File: src/rtl/modulo_sequenciador_jk_pkg.sv
// Shared definitions for the JK-bank sequencer: command op codes, FSM state
// encodings and the JK cell next-state helper.
package modulo_sequenciador_jk_pkg;

    // Command op codes carried on cmd_op
    typedef enum logic [1:0] {
        OP_START = 2'b00,
        OP_STOP  = 2'b01,
        OP_LOAD  = 2'b10,
        OP_CLEAR = 2'b11
    } op_e;

    // Controller states, visible on the state output
    typedef enum logic [1:0] {
        ST_IDLE  = 2'b00,
        ST_RUN   = 2'b01,
        ST_PAUSE = 2'b10,
        ST_DONE  = 2'b11
    } state_e;

    // Classic JK behaviour: hold, reset, set, toggle
    function automatic logic jk_next(input logic q, input logic j, input logic k);
        logic r;
        case ({j, k})
            2'b00:   r = q;
            2'b01:   r = 1'b0;
            2'b10:   r = 1'b1;
            2'b11:   r = ~q;
            default: r = q;
        endcase
        return r;
    endfunction

endpackage

File: src/rtl/modulo_sequenciador_jk_jk_bank.sv
// Bank of WIDTH JK flip-flop cells sharing clock, active-high synchronous
// reset and a common enable. Cells update on the falling clock edge.
module modulo_sequenciador_jk_jk_bank
    import modulo_sequenciador_jk_pkg::*;
#(
    parameter int WIDTH = 4
) (
    input  logic             clk,
    input  logic             rst,
    input  logic             enable,
    input  logic [WIDTH-1:0] j,
    input  logic [WIDTH-1:0] k,
    output logic [WIDTH-1:0] q
);

    for (genvar g = 0; g < WIDTH; g++) begin : g_cell
        logic q_q;

        // One JK cell: clear on reset, apply excitation only when enabled
        always_ff @(negedge clk) begin
            if (rst) begin
                q_q <= 1'b0;
            end else if (enable) begin
                q_q <= jk_next(q_q, j[g], k[g]);
            end else begin
                q_q <= q_q;
            end
        end

        assign q[g] = q_q;
    end

endmodule

File: src/rtl/modulo_sequenciador_jk.sv
// Command-driven controller sequencing a JK flip-flop bank as a mod-MODULUS
// up/down counter. Accepts START/STOP/LOAD/CLEAR over valid/ready, derives
// per-bit J/K excitation and the bank enable, and pulses tc on each wrap.
// Optional build macro: SEQ_AUTORELOAD_EN keeps counting in RUN after a wrap
// instead of stopping in DONE.
module modulo_sequenciador_jk
    import modulo_sequenciador_jk_pkg::*;
#(
    parameter int WIDTH   = 4,
    parameter int MODULUS = 10
) (
    input  logic             clk,
    input  logic             rst,
    input  logic             cmd_valid,
    output logic             cmd_ready,
    input  logic [1:0]       cmd_op,
    input  logic [WIDTH-1:0] cmd_data,
    input  logic             cmd_dir,
    input  logic             step_en,
    output logic [WIDTH-1:0] count,
    output logic [WIDTH-1:0] j_vec,
    output logic [WIDTH-1:0] k_vec,
    output logic             busy,
    output logic             tc,
    output logic [1:0]       state
);

    localparam logic [WIDTH-1:0] MAX_COUNT = WIDTH'(MODULUS - 1);
    localparam logic [WIDTH-1:0] ZERO      = {WIDTH{1'b0}};
    localparam logic [WIDTH-1:0] ONE       = {{(WIDTH-1){1'b0}}, 1'b1};

    state_e           state_q, state_d;
    logic             dir_q, dir_d;
    logic             tc_q, tc_d;
    logic             ack_q, ack_d;

    logic             accept_s;
    logic             upd_s;
    logic             bank_en_s;
    logic [WIDTH-1:0] next_val_s;
    logic [WIDTH-1:0] load_val_s;

    // Ready drops for the cycle after any accepted command, and during reset
    assign cmd_ready = rst & ~ack_q;
    assign accept_s  = cmd_valid & cmd_ready;

    // The bank is only enabled on a real update and never while in reset
    assign bank_en_s = upd_s & rst;

    // Clamp a LOAD value into the legal count range
    always_comb begin
        if (32'(cmd_data) >= 32'(MODULUS)) begin
            load_val_s = MAX_COUNT;
        end else begin
            load_val_s = cmd_data;
        end
    end

    // FSM next-state, next count value and wrap detection; commands beat steps
    always_comb begin
        state_d    = state_q;
        dir_d      = dir_q;
        tc_d       = 1'b0;
        ack_d      = accept_s;
        upd_s      = 1'b0;
        next_val_s = count;

        if (accept_s) begin
            case (op_e'(cmd_op))
                OP_START: begin
                    if (state_q != ST_RUN) begin
                        state_d = ST_RUN;
                        dir_d   = cmd_dir;
                    end else begin
                        state_d = state_q;
                    end
                end
                OP_STOP: begin
                    case (state_q)
                        ST_RUN:   state_d = ST_PAUSE;
                        ST_PAUSE: state_d = ST_IDLE;
                        ST_DONE:  state_d = ST_IDLE;
                        default:  state_d = state_q;
                    endcase
                end
                OP_LOAD: begin
                    if (state_q != ST_DONE) begin
                        upd_s      = 1'b1;
                        next_val_s = load_val_s;
                    end else begin
                        upd_s      = 1'b0;
                    end
                end
                OP_CLEAR: begin
                    state_d    = ST_IDLE;
                    upd_s      = 1'b1;
                    next_val_s = ZERO;
                end
                default: begin
                    state_d = state_q;
                end
            endcase
        end else if ((state_q == ST_RUN) && step_en) begin
            upd_s = 1'b1;
            if (dir_q) begin
                if (count == MAX_COUNT) begin
                    next_val_s = ZERO;
                    tc_d       = 1'b1;
                end else begin
                    next_val_s = count + ONE;
                end
            end else begin
                if (count == ZERO) begin
                    next_val_s = MAX_COUNT;
                    tc_d       = 1'b1;
                end else begin
                    next_val_s = count - ONE;
                end
            end
            if (tc_d) begin
`ifdef SEQ_AUTORELOAD_EN
                state_d = ST_RUN;
`else
                state_d = ST_DONE;
`endif
            end else begin
                state_d = state_q;
            end
        end else begin
            state_d = state_q;
        end
    end

    // Controller registers, synchronous active-low reset on the falling edge
    always_ff @(negedge clk) begin
        if (!rst) begin
            state_q <= ST_IDLE;
            dir_q   <= 1'b1;
            tc_q    <= 1'b0;
            ack_q   <= 1'b0;
        end else begin
            state_q <= state_d;
            dir_q   <= dir_d;
            tc_q    <= tc_d;
            ack_q   <= ack_d;
        end
    end

    // J sets bits that must rise, K clears bits that must fall; idle cycles present zeros
    always_comb begin
        if (bank_en_s) begin
            j_vec = next_val_s & ~count;
            k_vec = ~next_val_s & count;
        end else begin
            j_vec = ZERO;
            k_vec = ZERO;
        end
    end

    modulo_sequenciador_jk_jk_bank #(
        .WIDTH (WIDTH)
    ) u_jk_bank (
        .clk    (clk),
        .rst    (~rst),
        .enable (bank_en_s),
        .j      (j_vec),
        .k      (k_vec),
        .q      (count)
    );

    assign state = state_q;
    assign busy  = (state_q == ST_RUN) || (state_q == ST_PAUSE);
    assign tc    = tc_q;

endmodule

File: config.mk
export PLATFORM = sky130hd
export DESIGN_NAME = modulo_sequenciador_jk
export DESIGN_NICKNAME = d
export VERILOG_FILES = /design/src/rtl/modulo_sequenciador_jk_pkg.sv /design/src/rtl/modulo_sequenciador_jk_jk_bank.sv /design/src/rtl/modulo_sequenciador_jk.sv
export SDC_FILE = /design/constraint.sdc
export NUM_CORES = 1
export LEC_CHECK = 0
export BUFFER_PORTS_ARGS = -buffer_cell sky130_fd_sc_hd__buf_4
export CAP_MARGIN = 40
export CORE_ASPECT_RATIO = 1.25
export CORE_MARGIN = 2
export CORE_UTILIZATION = 50
export DETAILED_ROUTE_END_ITERATION = 16
export PLACE_DENSITY = 0.9
export SYNTH_ARGS = -nofsm -noshare
export SYNTH_HDL_FRONTEND = slang
export SYNTH_SLANG_ARGS = --single-unit
File: constraint.sdc
create_clock -name clk -period 2.6 [get_ports clk]
set_clock_uncertainty 0.15 [all_clocks]
set_input_delay 0.52 -clock clk [delete_from_list [all_inputs] [get_ports clk]]
set_output_delay 0.52 -clock clk [all_outputs]
set_load 0.03 [all_outputs]
==> results.md, run 1 <==
* Post-synth EDFFs at 0
* Synth cell types at 48
* Placed cells at 198
* Htree depth at 1
* Outcome: stopped before the end
* DPL Wire Length at 3280 microns
* Top_reg_cell synth: dfxtp_1
* GP Congestion at 0.969
* Synth top area cells: dfxtp_1, ha_1, nor3_1
* Max clock buf depth at 2
* Mapped Nets at 130
* Post-synth ARST share at 0%
* # rows at 17
* Starting Density at 51.9%
* Yosys warning total at 0
* Hold-fix buffers, CTS at 0
* Post-CTS setup repair buffer count at 16
* Cts bufs inserted at 3
* Resized cells post-CTS at 77
* Synth cell count leaders: dfxtp_1, inv_1, nor2_1, nor3_1
* Clock tree root driver cell: clkbuf_4
* Yosys reg bits at 9
* Sequential area share after synthesis at 20.1%
* Die X-Extent at 41.8 microns
* Die Ht at about 51 microns
* Mapped Cells at 116
* Mapped cell area at 895 sq um
* Stop err: [ERROR DPL-0038] Utilization greater than 100%, impossible to legalize
* Syn avg cell area at 7.71 sq um
* # port buffers at 27
* Failed at: 4_1_cts
* I/O pins at 28
* Area share of the largest cell type after synthesis at 20.1%
* Yosys top cell by area: dfxtp_1
* Sink Count at 9
cells by family after synthesis:
group / after synthesis / share of synthesized area, %
buffers and inverters: 20 / 10.6
AND/OR/NAND/NOR: 51 / 34.3
flip-flops: 9 / 20.1
adder cells (fa/ha/maj): 3 / 4.20
AO/OA/AOI/OAI: 33 / 30.8
metrics by stage:
step                      setup TNS (ns)  cell area, sq um  setup WS [ns]
after floorplan                   -10.55              1030          -1.07
after global placement            -12.96              1540          -1.06
after detailed placement          -14.28              1540          -1.11
==> run 2, diff against run 1 <==
--- a/config.mk
+++ b/config.mk
@@ -7,11 +7,10 @@
 export LEC_CHECK = 0
 export BUFFER_PORTS_ARGS = -buffer_cell sky130_fd_sc_hd__buf_4
 export CAP_MARGIN = 40
-export CORE_ASPECT_RATIO = 1.25
-export CORE_MARGIN = 2
-export CORE_UTILIZATION = 50
+export CORE_AREA = 2 2 63 65
 export DETAILED_ROUTE_END_ITERATION = 16
-export PLACE_DENSITY = 0.9
+export DIE_AREA = 0 0 65 67
+export PLACE_DENSITY_LB_ADDON = 0.15
 export SYNTH_ARGS = -nofsm -noshare
 export SYNTH_HDL_FRONTEND = slang
 export SYNTH_SLANG_ARGS = --single-unit
==> results.md, run 2 <==
* Reg2reg start: state[0]
* Area grow syn2layout at 138%
* Number of antenna diodes at 0
* Static leakage at 0.924 nW
* Most used routing layer: met2
* Max FO, Critical Path at 8
* DPL Wire Length at between 2000 and 2500 microns
* Failing checks: setup timing
* Outcome: complete, but fails checks
* Highest-count cells in the layout ignoring fill and taps: buf_4, buf_6, inv_1
* CTS tree: done
* Max clock buf depth at 2
* Clk slew on worst S/H paths at 0.04 ns
* R2R Setup Slk at roughly 0.52 ns
* Synth cell count leaders: dfxtp_1, inv_1, nor2_1, nor3_1
* Worst Min Path Start: state[1]
* Fin. Hold Viols at 0
* 1st-pass router iterations at 4
* Clock tree root driver cell: clkbuf_8
* Via density per instance at 4.90
* Max_slew headroom at 61.6%
* Die Ht at between 60 and 70 microns
* R2R Path End: state[1]
* Htree depth at 1
* Total power at 0.726 mW
* Core ar. at 0.00361 sq mm
* Peak supply drop at around 0.15 mV
* Yosys top cell by area: dfxtp_1
* Synth cell types at 48
* # setup viols final at 24
* Final WS setup at -1.42 ns
* Area share of the largest cell type after synthesis at 20.1%
* Met3 GRT Util at 2.20%
* Max reg flops at 4
* Yosys reg bits at 9
* Total of max-cap violations at 0
* Top_reg_cell synth: dfxtp_1
* Setup CP Type: register to primary output
* Pwr dens at roughly 340 mW/mm^2
* Top reg by flops: u_jk_bank.g_cell.q_q
* Mapped cell area at 895 sq um
* Die ar. at between 0.004 and 0.005 sq mm
* Initial antenna violation count at 0
* Yosys warning total at 0
* Sequential area share after synthesis at around 20%
* Largest net degree at the start of global routing at 13
* I/O pins at 28
* Hold Crit Endpoint: state[1]
* Most common cell after layout, fill and taps aside: buf_4
* Crit path required time at 1.93 ns
* Die X-Extent at ~65 microns
* RSZ-0062 raised after global routing: true
* Met2 Use GR at 31.7%
* Met1 usage at between 10% and 20%
* Syn avg cell area at 7.71 sq um
* Starting Density at 24.8%
* Share of cells above drive strength 1 at 72.3%
* Type of origin of the critical path: register
* Post-synth EDFFs at 0
* Detail-routed net length per standard cell at 14.3 microns
* Cts bufs inserted at 3
* Worst Reg-to-Reg Cells at 8
* Initial DRC Count at 46
* Final hold slack at 0.516 ns
* Hold Crit Class: register to register
* Arrival time worst endpoint at 3.35 ns
* Post-synth ARST share at 0%
* Max-slew violations at 0
* Fin nets at 217
* Worst Tran Pin Value at 0.570 ns
* Global route overflow at 0
* Clock latency at the later pin of the worst-skew pair at 0.31 ns
* Sink Count at 9
* Hold Crit Depth at 2
* Number of global-route vias before repair at 1263
* First-pass GRT wire length at 5700 microns
* GP Congestion at 0.782
* Mapped Cells at approximately 120
* Via count at 1224
* GRT Util Overall at 17.2%
* # rows at 22
* Synth top area cells: dfxtp_1, ha_1, nor3_1
* DRT Wirelength at 3570 microns
* Mapped Nets at 130
* # DRC at 0
* Routed Antenna Nets at 0
* Setup crit end kind: primary output
* Dpl ws at -1.13 ns
* Fillers at between 200 and 300
* # port buffers at 27
[run 2: cell type report]
type / count / area [sq um] / share of cell area (%)
Inverter: 9 / 46.3 / 2.17
Clock inverter: 10 / 63.8 / 2.99
Clock buffer: 3 / 41.3 / 1.94
Multi-Input combinational cell: 87 / 943 / 44.2
Timing Repair Buffer: 84 / 773 / 36.3
Tap cell: 48 / 60.1 / 2.82
Sequential cell: 9 / 204 / 9.57
[run 2: worst max path at each step]
stage / start / endpoint / slack (ns) / cells after the start
global route: u_jk_bank.g_cell[2].q_q / j_vec[3] / -1.49 / 5
floorplan: state[0] / j_vec[3] / -1.07 / 5
detailed placement: u_jk_bank.g_cell[1].q_q / j_vec[3] / -1.13 / 5
global placement: state[0] / k_vec[2] / -1.11 / 5
CTS: state[1] / j_vec[3] / -1.39 / 6
finish: u_jk_bank.g_cell[2].q_q / j_vec[3] / -1.42 / 5
[run 2: through the flow]
| step | utilization [%] | cells | setup TNS, ns | instance area, sq um |
|---|---|---|---|---|
| 4_1_cts | 54.1 | 245 | -15.30 | 1950 |
| 5_1_grt | 59.1 | 250 | -16.72 | 2130 |
| 3_5_place_dp | 42.6 | 222 | -14.04 | 1540 |
| 3_3_place_gp | 42.6 | 222 | -13.88 | 1540 |
| 6_report | 59.1 | 250 | -15.76 | 2130 |
| 2_1_floorplan | - | 116 | -10.55 | 1030 |
[run 2: layer usage]
metal / routed length (microns) / vias up
met4: 61 / 0
li1: - / 612
met3: 118 / 6
met1: 1470 / 579
met2: 1910 / 27
met5: 0 / -
[run 2: power breakdown]
part / internal (mW) / switching, mW
clock: 0.223 / 0.101
sequential: 0.144 / 0.00928
combinational: 0.130 / 0.119
total: 0.497 / 0.229
[run 2: cells by family (layout without fill, tap and decap cells)]
group	Yosys count	in the layout	share of synthesized area, %
flip-flops	9	9	20.1
AO/OA/AOI/OAI	33	33	30.8
buffers and inverters	20	106	10.6
adder cells (fa/ha/maj)	3	3	4.20
AND/OR/NAND/NOR	51	51	34.3
[run 2: what timing repair did]
item,in CTS,in global routing
gates resized for setup,56,35
setup buffers,11,7
endpoints found under the setup margin,24,24
pin swaps,10,18
hold buffers,0,0
[run 2: worst max-delay path, stage by stage (launching register included)]
cell       delay, ns
dfxtp_4         0.36
or4_1           0.54
o211ai_1        0.29
o31ai_2         0.14
a2111oi_4       0.21
buf_4           0.21
No activity file was read; power rests on OpenSTA's default activity.
